### config.mk
export PLATFORM = sky130hd
export DESIGN_NAME = bcd_multi_counter_flat
export DESIGN_NICKNAME = d
export VERILOG_FILES = /design/src/rtl/bcd_multi_counter_if.sv /design/src/rtl/bcd_multi_counter.sv /design/src/flat_wrapper.sv
export SDC_FILE = /design/constraint.sdc
export NUM_CORES = 1
export LEC_CHECK = 0
export CORE_MARGIN = 8
export CORE_UTILIZATION = 38
export CTS_BUF_LIST = sky130_fd_sc_hd__clkbuf_8
export CTS_CLUSTER_SIZE = 12
export DETAILED_ROUTE_END_ITERATION = 10
export PLACE_DENSITY_LB_ADDON = 0.25
export REMOVE_ABC_BUFFERS = 1
export SETUP_SLACK_MARGIN = 0.4
export SKIP_CTS_REPAIR_TIMING = 1
export SLEW_MARGIN = 20
export SYNTH_ARGS = -nofsm -noshare
export SYNTH_HDL_FRONTEND = slang
export SYNTH_SLANG_ARGS = --single-unit
### constraint.sdc
create_clock -name I_CLK -period 2.6 [get_ports I_CLK]
set_clock_uncertainty 0.05 [all_clocks]
set_input_delay 0.78 -clock I_CLK [delete_from_list [all_inputs] [get_ports I_CLK]]
set_output_delay 0.78 -clock I_CLK [all_outputs]
set_load 0.01 [all_outputs]
### src/rtl/bcd_multi_counter_if.sv
// Button/switch inputs and 7-seg outputs of bcd_multi_counter, bundled as one port.
//   I_BTNU/L/C/R/D : raw push buttons, level
//   I_MODE         : run mode (00 up, 01 down, 10 Gray, 11 Johnson)
//   I_WRAP         : 1 = wrap at terminal value, 0 = saturate (up/down only)
//   O_LED7SEG      : digit i at [4i+3:4i], digit 0 is LSD
//   O_LEDDRVEN     : per-digit drive enable
//   O_LEDDOTS      : per-digit decimal point
//   O_TC           : one-cycle terminal-count pulse
//   O_STATE        : 00 IDLE, 01 SET, 10 RUN, 11 PAUSE
// master = side driving the pins (board / bench), slave = the counter.
interface bcd_multi_counter_if #(
  parameter int DIGITS = 4
);
  logic                  I_BTNU;
  logic                  I_BTNL;
  logic                  I_BTNC;
  logic                  I_BTNR;
  logic                  I_BTND;
  logic [1:0]            I_MODE;
  logic                  I_WRAP;
  logic [4*DIGITS-1:0]   O_LED7SEG;
  logic [DIGITS-1:0]     O_LEDDRVEN;
  logic [DIGITS-1:0]     O_LEDDOTS;
  logic                  O_TC;
  logic [1:0]            O_STATE;

  modport master (
    output I_BTNU, I_BTNL, I_BTNC, I_BTNR, I_BTND, I_MODE, I_WRAP,
    input  O_LED7SEG, O_LEDDRVEN, O_LEDDOTS, O_TC, O_STATE
  );

  modport slave (
    input  I_BTNU, I_BTNL, I_BTNC, I_BTNR, I_BTND, I_MODE, I_WRAP,
    output O_LED7SEG, O_LEDDRVEN, O_LEDDOTS, O_TC, O_STATE
  );
endinterface

### src/rtl/bcd_multi_counter.sv
// Multi-digit BCD counter with cursor editor and up/down/Gray/Johnson run modes.
//
// Ports:
//   I_CLK      : system clock, rising edge
//   I_RESET_N  : synchronous active-low reset
//   bus        : bcd_multi_counter_if.slave (buttons, mode, wrap, 7-seg outputs)
//
// Parameters:
//   DIGITS    : number of display digits (2..8)
//   TICK_DIV  : tick period is TICK_DIV+1 clocks
//   DIV_W     : divider width, 2**DIV_W > TICK_DIV
//
// Optional build macro LEADING_ZERO_BLANK_EN: when defined, digits above the
// most significant nonzero digit are not driven in IDLE/RUN/PAUSE (digit 0
// always driven, SET unaffected).
//
// State table:
//   state | meaning
//   IDLE  | display held, waiting for C to start editing
//   SET   | cursor editing of digits (L/R move, U/D change digit)
//   RUN   | counting on each divider tick in the latched mode
//   PAUSE | counting frozen, C resumes, L returns to IDLE
module bcd_multi_counter #(
  parameter int DIGITS   = 4,
  parameter int TICK_DIV = 195312,
  parameter int DIV_W    = 18
) (
  input  logic              I_CLK,
  input  logic              I_RESET_N,
  bcd_multi_counter_if.slave bus
);

  localparam int            CW      = (DIGITS > 1) ? $clog2(DIGITS) : 1;
  localparam logic [CW-1:0] CUR_MAX = CW'(DIGITS - 1);

  localparam logic [1:0] M_UP   = 2'b00;
  localparam logic [1:0] M_DOWN = 2'b01;
  localparam logic [1:0] M_GRAY = 2'b10;
  localparam logic [1:0] M_JOHN = 2'b11;

  typedef enum logic [1:0] {
    S_IDLE  = 2'b00,
    S_SET   = 2'b01,
    S_RUN   = 2'b10,
    S_PAUSE = 2'b11
  } state_t;

  state_t state_q, state_d;

  // ---------------------------------------------------------------------------
  // Button conditioning: two-flop shift, registered rising-edge pulse.
  // Bit order {C, L, R, U, D}.
  // ---------------------------------------------------------------------------
  logic [4:0] btn_raw;
  logic [4:0] sync0_q, sync1_q, push_q;
  logic       btn_c, btn_l, btn_r, btn_u, btn_d;

  assign btn_raw = {bus.I_BTNC, bus.I_BTNL, bus.I_BTNR, bus.I_BTNU, bus.I_BTND};

  always_ff @(posedge I_CLK) begin
    if (!I_RESET_N) begin
      sync0_q <= '0;
      sync1_q <= '0;
      push_q  <= '0;
    end else begin
      sync0_q <= btn_raw;
      sync1_q <= sync0_q;
      push_q  <= sync0_q & ~sync1_q;
    end
  end

  // Only the highest-priority pulse acts: C > L > R > U > D.
  assign btn_c = push_q[4];
  assign btn_l = push_q[3] & ~push_q[4];
  assign btn_r = push_q[2] & ~|push_q[4:3];
  assign btn_u = push_q[1] & ~|push_q[4:2];
  assign btn_d = push_q[0] & ~|push_q[4:1];

  // ---------------------------------------------------------------------------
  // Tick divider and blink, free-running in every state.
  // ---------------------------------------------------------------------------
  logic [DIV_W-1:0] div_q;
  logic             blink_q;
  logic             tick;

  assign tick = (div_q == DIV_W'(TICK_DIV));

  always_ff @(posedge I_CLK) begin
    if (!I_RESET_N) begin
      div_q   <= '0;
      blink_q <= 1'b0;
    end else if (tick) begin
      div_q   <= '0;
      blink_q <= ~blink_q;
    end else begin
      div_q   <= div_q + 1'b1;
    end
  end

  // ---------------------------------------------------------------------------
  // Datapath registers
  // ---------------------------------------------------------------------------
  logic [4*DIGITS-1:0] digits_q, digits_d;
  logic [CW-1:0]       cursor_q, cursor_d;
  logic [DIGITS-1:0]   gray_q, gray_d;
  logic [DIGITS-1:0]   john_q, john_d;
  logic [1:0]          mode_q, mode_d;
  logic                wrap_q, wrap_d;
  logic                tc_q, tc_d;
  logic [DIGITS-1:0]   drven_q, drven_d;
  logic [DIGITS-1:0]   dots_q, dots_d;
  logic                sat_stop;
  logic                enter_run;

  // BCD increment/decrement of the whole value with ripple carry/borrow.
  logic [4*DIGITS-1:0] inc_val, dec_val;
  logic                all9, all0, inc_all9, dec_all0;
  logic                carry, borrow;
  logic [3:0]          nib;

  always_comb begin
    inc_val  = digits_q;
    dec_val  = digits_q;
    carry    = 1'b1;
    borrow   = 1'b1;
    all9     = 1'b1;
    all0     = 1'b1;
    inc_all9 = 1'b1;
    dec_all0 = 1'b1;
    nib      = '0;
    for (int i = 0; i < DIGITS; i++) begin
      nib = digits_q[4*i +: 4];
      if (nib != 4'd9) all9 = 1'b0;
      if (nib != 4'd0) all0 = 1'b0;
      if (carry) begin
        if (nib == 4'd9) begin
          inc_val[4*i +: 4] = 4'd0;
        end else begin
          inc_val[4*i +: 4] = nib + 4'd1;
          carry = 1'b0;
        end
      end
      if (borrow) begin
        if (nib == 4'd0) begin
          dec_val[4*i +: 4] = 4'd9;
        end else begin
          dec_val[4*i +: 4] = nib - 4'd1;
          borrow = 1'b0;
        end
      end
    end
    for (int i = 0; i < DIGITS; i++) begin
      if (inc_val[4*i +: 4] != 4'd9) inc_all9 = 1'b0;
      if (dec_val[4*i +: 4] != 4'd0) dec_all0 = 1'b0;
    end
  end

  logic [3:0]        cur_digit;
  logic [DIGITS-1:0] gray_code;
  logic [DIGITS-1:0] john_next;

  assign cur_digit = digits_q[{cursor_q, 2'b00} +: 4];
  assign gray_code = gray_q ^ (gray_q >> 1);
  assign john_next = {john_q[DIGITS-2:0], ~john_q[DIGITS-1]};

  // ---------------------------------------------------------------------------
  // FSM: state register
  // ---------------------------------------------------------------------------
  always_ff @(posedge I_CLK) begin
    if (!I_RESET_N) state_q <= S_IDLE;
    else            state_q <= state_d;
  end

  // FSM: next-state logic
  always_comb begin
    state_d = state_q;
    case (state_q)
      S_IDLE:  if (btn_c) state_d = S_SET;
      S_SET:   if (btn_c) state_d = S_RUN;
      S_RUN: begin
        if (btn_c || sat_stop) state_d = S_PAUSE;
      end
      S_PAUSE: begin
        if (btn_c)      state_d = S_RUN;
        else if (btn_l) state_d = S_IDLE;
      end
      default: state_d = S_IDLE;
    endcase
  end

  assign enter_run = (state_d == S_RUN) && (state_q != S_RUN);

  // Datapath next-state: editing in SET, counting on ticks in RUN.
  always_comb begin
    digits_d = digits_q;
    cursor_d = cursor_q;
    gray_d   = gray_q;
    john_d   = john_q;
    tc_d     = 1'b0;
    sat_stop = 1'b0;
    mode_d   = enter_run ? bus.I_MODE : mode_q;
    wrap_d   = enter_run ? bus.I_WRAP : wrap_q;
    case (state_q)
      S_IDLE: begin
        if (btn_c) cursor_d = CUR_MAX;
      end
      S_SET: begin
        if (btn_c) begin
          gray_d = '0;
          john_d = '0;
        end else if (btn_l) begin
          if (cursor_q != CUR_MAX) cursor_d = cursor_q + 1'b1;
        end else if (btn_r) begin
          if (cursor_q != '0) cursor_d = cursor_q - 1'b1;
        end else if (btn_u) begin
          if (cur_digit != 4'd9) digits_d[{cursor_q, 2'b00} +: 4] = cur_digit + 4'd1;
        end else if (btn_d) begin
          if (cur_digit != 4'd0) digits_d[{cursor_q, 2'b00} +: 4] = cur_digit - 4'd1;
        end
      end
      S_RUN: begin
        if (tick) begin
          case (mode_q)
            M_UP: begin
              if (all9) begin
                // Already at terminal: wrap to zero, or hold silently when saturating.
                if (wrap_q) begin
                  digits_d = '0;
                  tc_d     = 1'b1;
                end
              end else begin
                digits_d = inc_val;
                if (!wrap_q && inc_all9) begin
                  tc_d     = 1'b1;
                  sat_stop = 1'b1;
                end
              end
            end
            M_DOWN: begin
              if (all0) begin
                if (wrap_q) begin
                  for (int i = 0; i < DIGITS; i++) digits_d[4*i +: 4] = 4'd9;
                  tc_d = 1'b1;
                end
              end else begin
                digits_d = dec_val;
                if (!wrap_q && dec_all0) begin
                  tc_d     = 1'b1;
                  sat_stop = 1'b1;
                end
              end
            end
            M_GRAY: begin
              // Display shows the code of the pre-advance count.
              for (int i = 0; i < DIGITS; i++) digits_d[4*i +: 4] = {3'b000, gray_code[i]};
              gray_d = gray_q + 1'b1;
              if (&gray_q) tc_d = 1'b1;
            end
            default: begin
              for (int i = 0; i < DIGITS; i++) digits_d[4*i +: 4] = {3'b000, john_q[i]};
              john_d = john_next;
              if (john_next == '0) tc_d = 1'b1;
            end
          endcase
        end
      end
      default: ;
    endcase
  end

  // ---------------------------------------------------------------------------
  // Leading-zero mask: bit i set when digit i may be driven.
  // ---------------------------------------------------------------------------
  logic [DIGITS-1:0] lz_keep;

`ifdef LEADING_ZERO_BLANK_EN
  logic seen_nz;
  always_comb begin
    lz_keep = '0;
    seen_nz = 1'b0;
    for (int i = DIGITS - 1; i >= 0; i--) begin
      if (digits_q[4*i +: 4] != 4'd0) seen_nz = 1'b1;
      lz_keep[i] = seen_nz || (i == 0);
    end
  end
`else
  assign lz_keep = '1;
`endif

  // FSM: output logic (drive enables and dots, registered below)
  always_comb begin
    drven_d = '0;
    dots_d  = '0;
    case (state_q)
      S_SET: begin
        for (int i = 0; i < DIGITS; i++) begin
          drven_d[i] = (cursor_q == CW'(i)) ? 1'b1 : blink_q;
          dots_d[i]  = (cursor_q == CW'(i));
        end
      end
      S_PAUSE: begin
        drven_d = {DIGITS{blink_q}} & lz_keep;
        dots_d  = '1;
      end
      default: begin
        drven_d = lz_keep;
        dots_d  = '0;
      end
    endcase
  end

  always_ff @(posedge I_CLK) begin
    if (!I_RESET_N) begin
      digits_q <= '0;
      cursor_q <= CUR_MAX;
      gray_q   <= '0;
      john_q   <= '0;
      mode_q   <= '0;
      wrap_q   <= 1'b0;
      tc_q     <= 1'b0;
      drven_q  <= '0;
      dots_q   <= '0;
    end else begin
      digits_q <= digits_d;
      cursor_q <= cursor_d;
      gray_q   <= gray_d;
      john_q   <= john_d;
      mode_q   <= mode_d;
      wrap_q   <= wrap_d;
      tc_q     <= tc_d;
      drven_q  <= drven_d;
      dots_q   <= dots_d;
    end
  end

  assign bus.O_LED7SEG  = digits_q;
  assign bus.O_LEDDRVEN = drven_q;
  assign bus.O_LEDDOTS  = dots_q;
  assign bus.O_TC       = tc_q;
  assign bus.O_STATE    = state_q;

endmodule

### src/flat_wrapper.sv
// flat-port wrapper written by rule: the top's interface ports become plain ports
module bcd_multi_counter_flat 
#(
  parameter int DIGITS   = 4,
  parameter int TICK_DIV = 195312,
  parameter int DIV_W    = 18
)
  (I_CLK, I_RESET_N, bus_I_BTNU, bus_I_BTNL, bus_I_BTNC, bus_I_BTNR, bus_I_BTND, bus_I_MODE, bus_I_WRAP, bus_O_LED7SEG, bus_O_LEDDRVEN, bus_O_LEDDOTS, bus_O_TC, bus_O_STATE);
  bcd_multi_counter_if #(.DIGITS(DIGITS)) bus_i ();
  input  logic I_CLK;
  input  logic I_RESET_N;
  input wire logic [$bits(bus_i.I_BTNU)-1:0] bus_I_BTNU;
  input wire logic [$bits(bus_i.I_BTNL)-1:0] bus_I_BTNL;
  input wire logic [$bits(bus_i.I_BTNC)-1:0] bus_I_BTNC;
  input wire logic [$bits(bus_i.I_BTNR)-1:0] bus_I_BTNR;
  input wire logic [$bits(bus_i.I_BTND)-1:0] bus_I_BTND;
  input wire logic [$bits(bus_i.I_MODE)-1:0] bus_I_MODE;
  input wire logic [$bits(bus_i.I_WRAP)-1:0] bus_I_WRAP;
  output wire logic [$bits(bus_i.O_LED7SEG)-1:0] bus_O_LED7SEG;
  output wire logic [$bits(bus_i.O_LEDDRVEN)-1:0] bus_O_LEDDRVEN;
  output wire logic [$bits(bus_i.O_LEDDOTS)-1:0] bus_O_LEDDOTS;
  output wire logic [$bits(bus_i.O_TC)-1:0] bus_O_TC;
  output wire logic [$bits(bus_i.O_STATE)-1:0] bus_O_STATE;
  assign bus_i.I_BTNU = bus_I_BTNU;
  assign bus_i.I_BTNL = bus_I_BTNL;
  assign bus_i.I_BTNC = bus_I_BTNC;
  assign bus_i.I_BTNR = bus_I_BTNR;
  assign bus_i.I_BTND = bus_I_BTND;
  assign bus_i.I_MODE = bus_I_MODE;
  assign bus_i.I_WRAP = bus_I_WRAP;
  assign bus_O_LED7SEG = bus_i.O_LED7SEG;
  assign bus_O_LEDDRVEN = bus_i.O_LEDDRVEN;
  assign bus_O_LEDDOTS = bus_i.O_LEDDOTS;
  assign bus_O_TC = bus_i.O_TC;
  assign bus_O_STATE = bus_i.O_STATE;
  bcd_multi_counter #(.DIGITS(DIGITS), .TICK_DIV(TICK_DIV), .DIV_W(DIV_W)) u_core (.I_CLK(I_CLK), .I_RESET_N(I_RESET_N), .bus(bus_i));
endmodule
==> results of run 1 <==
## cells in the mapped netlist, types with 3 or more instances
cell and count:
sky130_fd_sc_hd__mux2i_1 7, sky130_fd_sc_hd__nor2_1 72, sky130_fd_sc_hd__nor4_1 10, sky130_fd_sc_hd__nor4bb_1 3, sky130_fd_sc_hd__mux2_2 4, sky130_fd_sc_hd__mux4_2 4, sky130_fd_sc_hd__a21o_1 5, sky130_fd_sc_hd__xnor2_1 14
sky130_fd_sc_hd__xor2_1 17, sky130_fd_sc_hd__a31oi_1 5, sky130_fd_sc_hd__clkbuf_1 30, sky130_fd_sc_hd__o22ai_1 9, sky130_fd_sc_hd__o211a_1 3, sky130_fd_sc_hd__a21boi_0 4, sky130_fd_sc_hd__nand2b_1 20, sky130_fd_sc_hd__nor2b_1 17
sky130_fd_sc_hd__nand2_1 49, sky130_fd_sc_hd__and3_1 7, sky130_fd_sc_hd__and2_1 15, sky130_fd_sc_hd__a22oi_1 3, sky130_fd_sc_hd__o211ai_1 5, sky130_fd_sc_hd__nand4_1 11, sky130_fd_sc_hd__nor4b_1 3, sky130_fd_sc_hd__nor3_1 12
sky130_fd_sc_hd__dfxtp_1 74, sky130_fd_sc_hd__ha_1 13, sky130_fd_sc_hd__inv_1 12, sky130_fd_sc_hd__or4_1 6, sky130_fd_sc_hd__a21oi_1 40, sky130_fd_sc_hd__nand3_1 24, sky130_fd_sc_hd__o21ai_0 27
## worst register-to-register path: stages, from the launching register on
cell                       delay (ps)
sky130_fd_sc_hd__dfxtp_2          330
sky130_fd_sc_hd__buf_6            110
sky130_fd_sc_hd__or3_4            320
sky130_fd_sc_hd__or4_4            550
sky130_fd_sc_hd__or3_4            420
sky130_fd_sc_hd__a211oi_4         210
sky130_fd_sc_hd__buf_6            180
sky130_fd_sc_hd__nor4_4            70
sky130_fd_sc_hd__buf_6            140
sky130_fd_sc_hd__o21ai_2          160
sky130_fd_sc_hd__a21oi_2           40
## layout make-up
cell class                      count  area (um2)
Clock buffer                       10         138
Clock inverter                      6        81.3
Fill cell                        1123        5380
Inverter                           12        45.0
Multi-Input combinational cell    443        2950
Sequential cell                    74        1500
Tap cell                          143         179
Timing Repair Buffer              120        1100
## cell families (layout without fill, tap and decap cells)
logic type      Yosys count  in the layout  share of synthesized area
compound gates          120            120                      0.170
xor+xnor                 31             31                     0.0616
fa+ha+maj                13             13                     0.0369
buf+inv                  44            148                     0.0394
flops                    74             74                      0.336
mux                      15             15                     0.0465
simple gates            264            264                      0.310
## worst paths after layout
kind | endpoint | slack (ps) | from
min | u_core.push_q[2] | 330 | u_core.sync1_q[2]
max | u_core.bus.O_LED7SEG[5] | -90 | u_core.bus.O_LED7SEG[5]
min reg2reg | u_core.push_q[2] | 330 | u_core.sync1_q[2]
max reg2reg | u_core.bus.O_LED7SEG[5] | -90 | u_core.bus.O_LED7SEG[5]
## routing by layer
layer | vias to the layer above | wire length (um) | track usage
li1 | 2186 | - | -
met3 | 20 | 799 | 0.0345
met2 | 145 | 6270 | 0.283
met1 | 2126 | 5820 | 0.212
met5 | - | 0 | 0
met4 | 0 | 269 | 0.0685
## through the flow
step	hold slack (ps)	std cells	cell area [um2]	worst slack (ps)	utilization
finish	333	808	5990	-90.4	0.527
global route	349	808	5990	-120	0.527
CTS	337	803	5660	-566	0.498
detailed placement	322	787	5440	-530	0.478
global placement	321	787	5440	-369	0.478
floorplan	317	529	4280	-373	-
## sequential cells by signal (all words and copies together) (netlist names), 4 cells and up
signal                 count
u_core.bus.O_LEDDOTS       4
u_core.sync1_q             5
u_core.gray_q              4
u_core.bus.O_LED7SEG      16
u_core.john_q              4
u_core.bus.O_LEDDRVEN      4
u_core.sync0_q             5
u_core.push_q              5
u_core.div_q              18
## report_power, final
| group | switching (mW) | leakage (nW) | total, mW | internal, mW |
|---|---|---|---|---|
| logic | 0.135 | 1.94 | 0.260 | 0.125 |
| registers | 0.0120 | 0.607 | 1.17 | 1.16 |
| clock network | 0.422 | 0.113 | 0.982 | 0.560 |
| total | 0.569 | 2.66 | 2.41 | 1.84 |
==> results.md, run 1 <==
- **Worst Path Arrival** 2900 ps
- **clock latency of the later-clocked register in the worst-skew pair** 360 ps
- **I/O pin total** 37
- **Post-Syn Area per Cell** 7.86 um2
- **post-DR vias/cell** 5.54
- **netlist area before placement** 0.00441 mm2
- **antenna violations before repair** 0
- **highest net fanout along the worst path** 7
- **buffer type at the clock tree root** sky130_fd_sc_hd__clkbuf_8
- **crit path cell chain** buf_6, or3_4, or4_4, or3_4, a211oi_4, buf_6, nor4_4, buf_6, o21ai_2, a21oi_2
- **Final period util** 1.03
- **result of the run** finished with violations
- **async set-or-reset flop fraction in the synthesized netlist** 0
- **synthesized instance count** 561
- **top area cells in the synthesized netlist** sky130_fd_sc_hd__dfxtp_1, sky130_fd_sc_hd__nor2_1, sky130_fd_sc_hd__a21oi_1
- **portion of the post-synthesis area used by sequential elements** 0.336
- **power density over the cells** 402 mW/mm2
- **fraction of layout cells with a size suffix above 1** 0.229
- **number of iterations in the first detailed-routing pass** 5
- **cell taking the most area after synthesis** sky130_fd_sc_hd__dfxtp_1
- **global-route total usage across every layer** 0.171
- **logic depth of the worst setup path including buffers** 10
- **Slowest-stage cell, CP** sky130_fd_sc_hd__or4_4
- **startpoint class of the critical path** flip-flop
- **number of enable flip-flop cells after synthesis** 0
- **post-synthesis register bit count** 74
- **CP bufs+invs** 3
- **final-report max-slew violation count** 0
- **category of the most critical setup path** reg2reg
- **placeable core region** 0.0114 mm2
- **number of buffers inserted by port buffering** 36
- **capturing element type of the critical path** flip-flop
- **antenna diode count** 0
- **leakage power total** 2.66 nW
- **setup repair after global routing missed its margin** true
- **clock sink count** 74
- **Inserted Clock Buffers** 9
- **Total Power** 2.41 mW
- **sum of routed wire length over all layers** 13200 um
- **1st-iter DRT viols** 422
- **hold violation total from the final report** 0
- **violations in the final reports** setup timing
- **slowest cell delay on critical path** 550 ps
- **Max Clk Rate** 372 MHz
- **placement row count** 39
- **number of distinct library cells after synthesis** 57
- **P&R area growth vs syn** 35.9%
- **global-route wire length before repair** 20800 um
- **vias in the first global route** 4260
- **Max Buffers Root-to-Sink** 2
- **overall die height** 124 um
- **total via count after detailed routing** 4477
- **crit path setup slack, layout** -90.4 ps
- **Crit path max-delay family** simple AND/OR/NAND/NOR gates
- **overflow left after global routing** 0
- **final setup violation count** 12
- **commonest non-fill, non-tap cell in the layout** sky130_fd_sc_hd__buf_4
- **Tmin final** 2690 ps
- **TritonCTS clock tree** done
- **nets@finish** 683
- **pin count of the biggest net entering global routing** 24
- **flip-flop cell with the highest count after synthesis** sky130_fd_sc_hd__dfxtp_1
- **detailed-placement wirelength estimate** 9880 um
- **worst min-delay path category** reg2reg
- **starting utilization of the core area** 0.388
- **Setup TNS** -432 ps
- **max-capacitance violation count** 0
- **most frequent cell on the critical path** sky130_fd_sc_hd__buf_6
- **clock-pin slew of the registers on the worst-case setup and hold paths** 90 ps
- **number of DRC violations after detailed routing** 0
- **htree depth** 3
- **count of warnings emitted by yosys** 0
- **CP required** 2810 ps
- **die area** 0.0153 mm2
- **FF-to-FF path depth** 10
- **final weighted congestion of routability-driven global placement** 0.930
- **Hold Path Stages** 1
- **highest-count cells in the layout ignoring fill and taps** sky130_fd_sc_hd__buf_4, sky130_fd_sc_hd__nor2_1, sky130_fd_sc_hd__dfxtp_1
- **Relative slew margins** 0.621
- **count of nets left with antenna violations after detail routing** 0
- **average wire per standard cell** 16.3 um
- **peak supply drop** 0.000374 V
- **Chip Width** 124 um
- **top-area cell type share of the netlist area** 0.336
- **slew of the pin with the lowest slew margin** 567 ps
No activity file was read; power rests on OpenSTA's default activity.
==> run 2, diff against run 1 <==
--- a/config.mk
+++ b/config.mk
@@ -6,10 +6,11 @@
 export NUM_CORES = 1
 export LEC_CHECK = 0
 export CORE_MARGIN = 8
-export CORE_UTILIZATION = 38
+export CORE_UTILIZATION = 30
 export CTS_BUF_LIST = sky130_fd_sc_hd__clkbuf_8
 export CTS_CLUSTER_SIZE = 12
 export DETAILED_ROUTE_END_ITERATION = 10
+export GPL_ROUTABILITY_DRIVEN = 0
 export PLACE_DENSITY_LB_ADDON = 0.25
 export REMOVE_ABC_BUFFERS = 1
 export SETUP_SLACK_MARGIN = 0.4
==> run 2 against run 1 <==
The flow still finishes with violations (setup timing); cell count grew 6.9%; first-iteration DRC count decreased by 5.2%; non-clock buffer count grew 15; largest power group unchanged; via count rose by 0.45%; highest routed layer unchanged; critical endpoint is now u_core.bus.O_LED7SEG[12]; sequential share of layout area down 0.39 points; cell area up 1.6%; clock power is 23% lower; flip-flop and latch count stayed put; combinational power increased by 4%; routed wire length rose by 3.1%.
==> results.md, run 2 (synthesized netlist as in run 1, its figures left out) <==
- **result of the run** finished with violations
- **violations in the final reports** setup timing
- **Setup TNS** -1550 ps, -1120 ps
- **final-report max-slew violation count** 0, unchanged
- **overflow left after global routing** 0, unchanged
- **worst min-delay path category** reg2reg
- **buffer type at the clock tree root** sky130_fd_sc_hd__clkbuf_8
- **number of DRC violations after detailed routing** 0, unchanged
- **placement row count** 44, +13%
- **antenna diode count** 0, unchanged
- **max FFs per register** 18, unchanged
- **Relative slew margins** 0.675, +0.0540
- **fraction of layout cells with a size suffix above 1** 0.241, +0.0126
- **average wire per standard cell** 15.7 um, -3.6%
- **global-route wire length before repair** 21600 um, +3.7%
- **Max Buffers Root-to-Sink** 2, unchanged
- **global-route total usage across every layer** 0.144, -0.0263
- **power density over the cells** 361 mW/mm2, -10%
- **startpoint class of the critical path** flip-flop
- **pin count of the biggest net entering global routing** 41, +71%
- **I/O pin total** 37, unchanged
- **antenna violations before repair** 0, unchanged
- **Worst Path Arrival** 2920 ps, +20 ps
- **CP required** 2790 ps, -20 ps
- **most flop-heavy register** u_core.div_q
- **max-capacitance violation count** 0, unchanged
- **count of nets left with antenna violations after detail routing** 0, unchanged
- **Tmin final** 2720 ps, +30.6 ps
- **Slowest-stage cell, CP** sky130_fd_sc_hd__or4_4
- **overall die height** 137 um, +11%
- **clock sink count** 74, unchanged
- **commonest non-fill, non-tap cell in the layout** sky130_fd_sc_hd__buf_4
- **sum of routed wire length over all layers** 13600 um, +3.1%
- **number of buffers inserted by port buffering** 36, unchanged
- **Final Util** 0.422, -0.105
- **peak supply drop** 0.000304 V, -19%
- **slew of the pin with the lowest slew margin** 484 ps, -83.0 ps
- **highest net fanout along the worst path** 7, unchanged
- **P&R area growth vs syn** 38.0%
- **1st-iter DRT viols** 400, -5.2%
- **slowest cell delay on critical path** 560 ps, about the same
- **category of the most critical setup path** reg2reg
- **vias in the first global route** 4269, +0.21%
- **nets@finish** 698, +2.2%
- **post-DR vias/cell** 5.20, -6.1%
- **placeable core region** 0.0144 mm2, +27%
- **highest-count cells in the layout ignoring fill and taps** sky130_fd_sc_hd__buf_4, sky130_fd_sc_hd__nor2_1, sky130_fd_sc_hd__dfxtp_1
- **Inserted Clock Buffers** 9, unchanged
- **clock latency of the later-clocked register in the worst-skew pair** 350 ps, about the same
- **clock-pin slew of the registers on the worst-case setup and hold paths** 80 ps, about the same
- **final setup violation count** 16, +4
- **crit path cell chain** or4_4, or4_4, or3_4, a211oi_4, buf_6, nor4_4, a32o_1
- **Max Clk Rate** 368 MHz, -1.1%
- **capturing element type of the critical path** flip-flop
- **most frequent cell on the critical path** sky130_fd_sc_hd__or4_4
- **Chip Width** 137 um, +11%
- **crit path setup slack, layout** -121 ps, -30.6 ps
- **die area** 0.0188 mm2, +23%
- **total via count after detailed routing** 4497, +0.45%
- **number of iterations in the first detailed-routing pass** 7, +2
- **detailed-placement wirelength estimate** 10100 um, +2.4%
- **TritonCTS clock tree** done
- **setup repair after global routing missed its margin** true
- **htree depth** 3, unchanged
- **Final period util** 1.05, +0.0118
- **hold violation total from the final report** 0, unchanged
- **starting utilization of the core area** 0.306, -0.0821
- **leakage power total** 2.65 nW, -0.57%
-- run 2: per-stage QoR --
step | setup WS [ps] | total power, mW | hold WS, ps | cell area [um2] | instances
3_3_place_gp | -359 | 1.44 | 322 | 5580 | 840
6_report | -121 | 2.19 | 333 | 6090 | 864
5_1_grt | -171 | 2.30 | 350 | 6090 | 864
4_1_cts | -524 | 2.20 | 336 | 5740 | 856
2_1_floorplan | -373 | 1.32 | 317 | 4280 | 529
3_5_place_dp | -483 | 1.44 | 326 | 5580 | 840
-- run 2: per-layer routing --
metal | global-route usage | up-vias | share of wire | wire (um)
met4 | 0.0688 | 0 | 0.027 | 365
met3 | 0.0208 | 27 | 0.056 | 756
met1 | 0.184 | 2121 | 0.45 | 6050
li1 | - | 2214 | - | -
met2 | 0.234 | 135 | 0.47 | 6390
met5 | 0 | - | 0 | 0
-- run 2: final timing paths --
check	slack, ps	from	cells after the start	to
min	330	u_core.sync1_q[3]	1	u_core.push_q[3]
max	-120	u_core.bus.O_LED7SEG[7]	7	u_core.bus.O_LED7SEG[12]
max reg2reg	-120	u_core.bus.O_LED7SEG[7]	7	u_core.bus.O_LED7SEG[12]
min reg2reg	330	u_core.sync1_q[3]	1	u_core.push_q[3]
-- run 2: worst max-delay path: cells and delay by family (launching register included) --
| kind | cells | cell delay (ps) |
|---|---|---|
| flops | 1 | 330 |
| buf+inv | 1 | 170 |
| simple gates | 4 | 1540 |
| compound gates | 2 | 530 |
-- run 2: final cells by class --
type / instances / area (um2)
inverters: 12 / 45.0
repair buffers: 135 / 1190
clock inverters: 6 / 26.3
well taps: 184 / 230
multi-input cells: 443 / 2960
flip-flops and latches: 74 / 1500
clock buffers: 10 / 138
fillers: 1451 / 8340
-- run 2: where the power goes --
| part | leakage, nW | internal, mW | switching, mW |
|---|---|---|---|
| Combinational | 1.94 | 0.130 | 0.140 |
| Clock | 0.0996 | 0.357 | 0.403 |
| Sequential | 0.605 | 1.15 | 0.0101 |
| Total | 2.65 | 1.64 | 0.554 |
==> run 3, diff against run 2 <==
--- a/config.mk
+++ b/config.mk
@@ -5,6 +5,7 @@
 export SDC_FILE = /design/constraint.sdc
 export NUM_CORES = 1
 export LEC_CHECK = 0
+export CAP_MARGIN = 20
 export CORE_MARGIN = 8
 export CORE_UTILIZATION = 30
 export CTS_BUF_LIST = sky130_fd_sc_hd__clkbuf_8
==> results of run 3 <==
No change in the layout: final DEF, timing and power equal those of run 2.
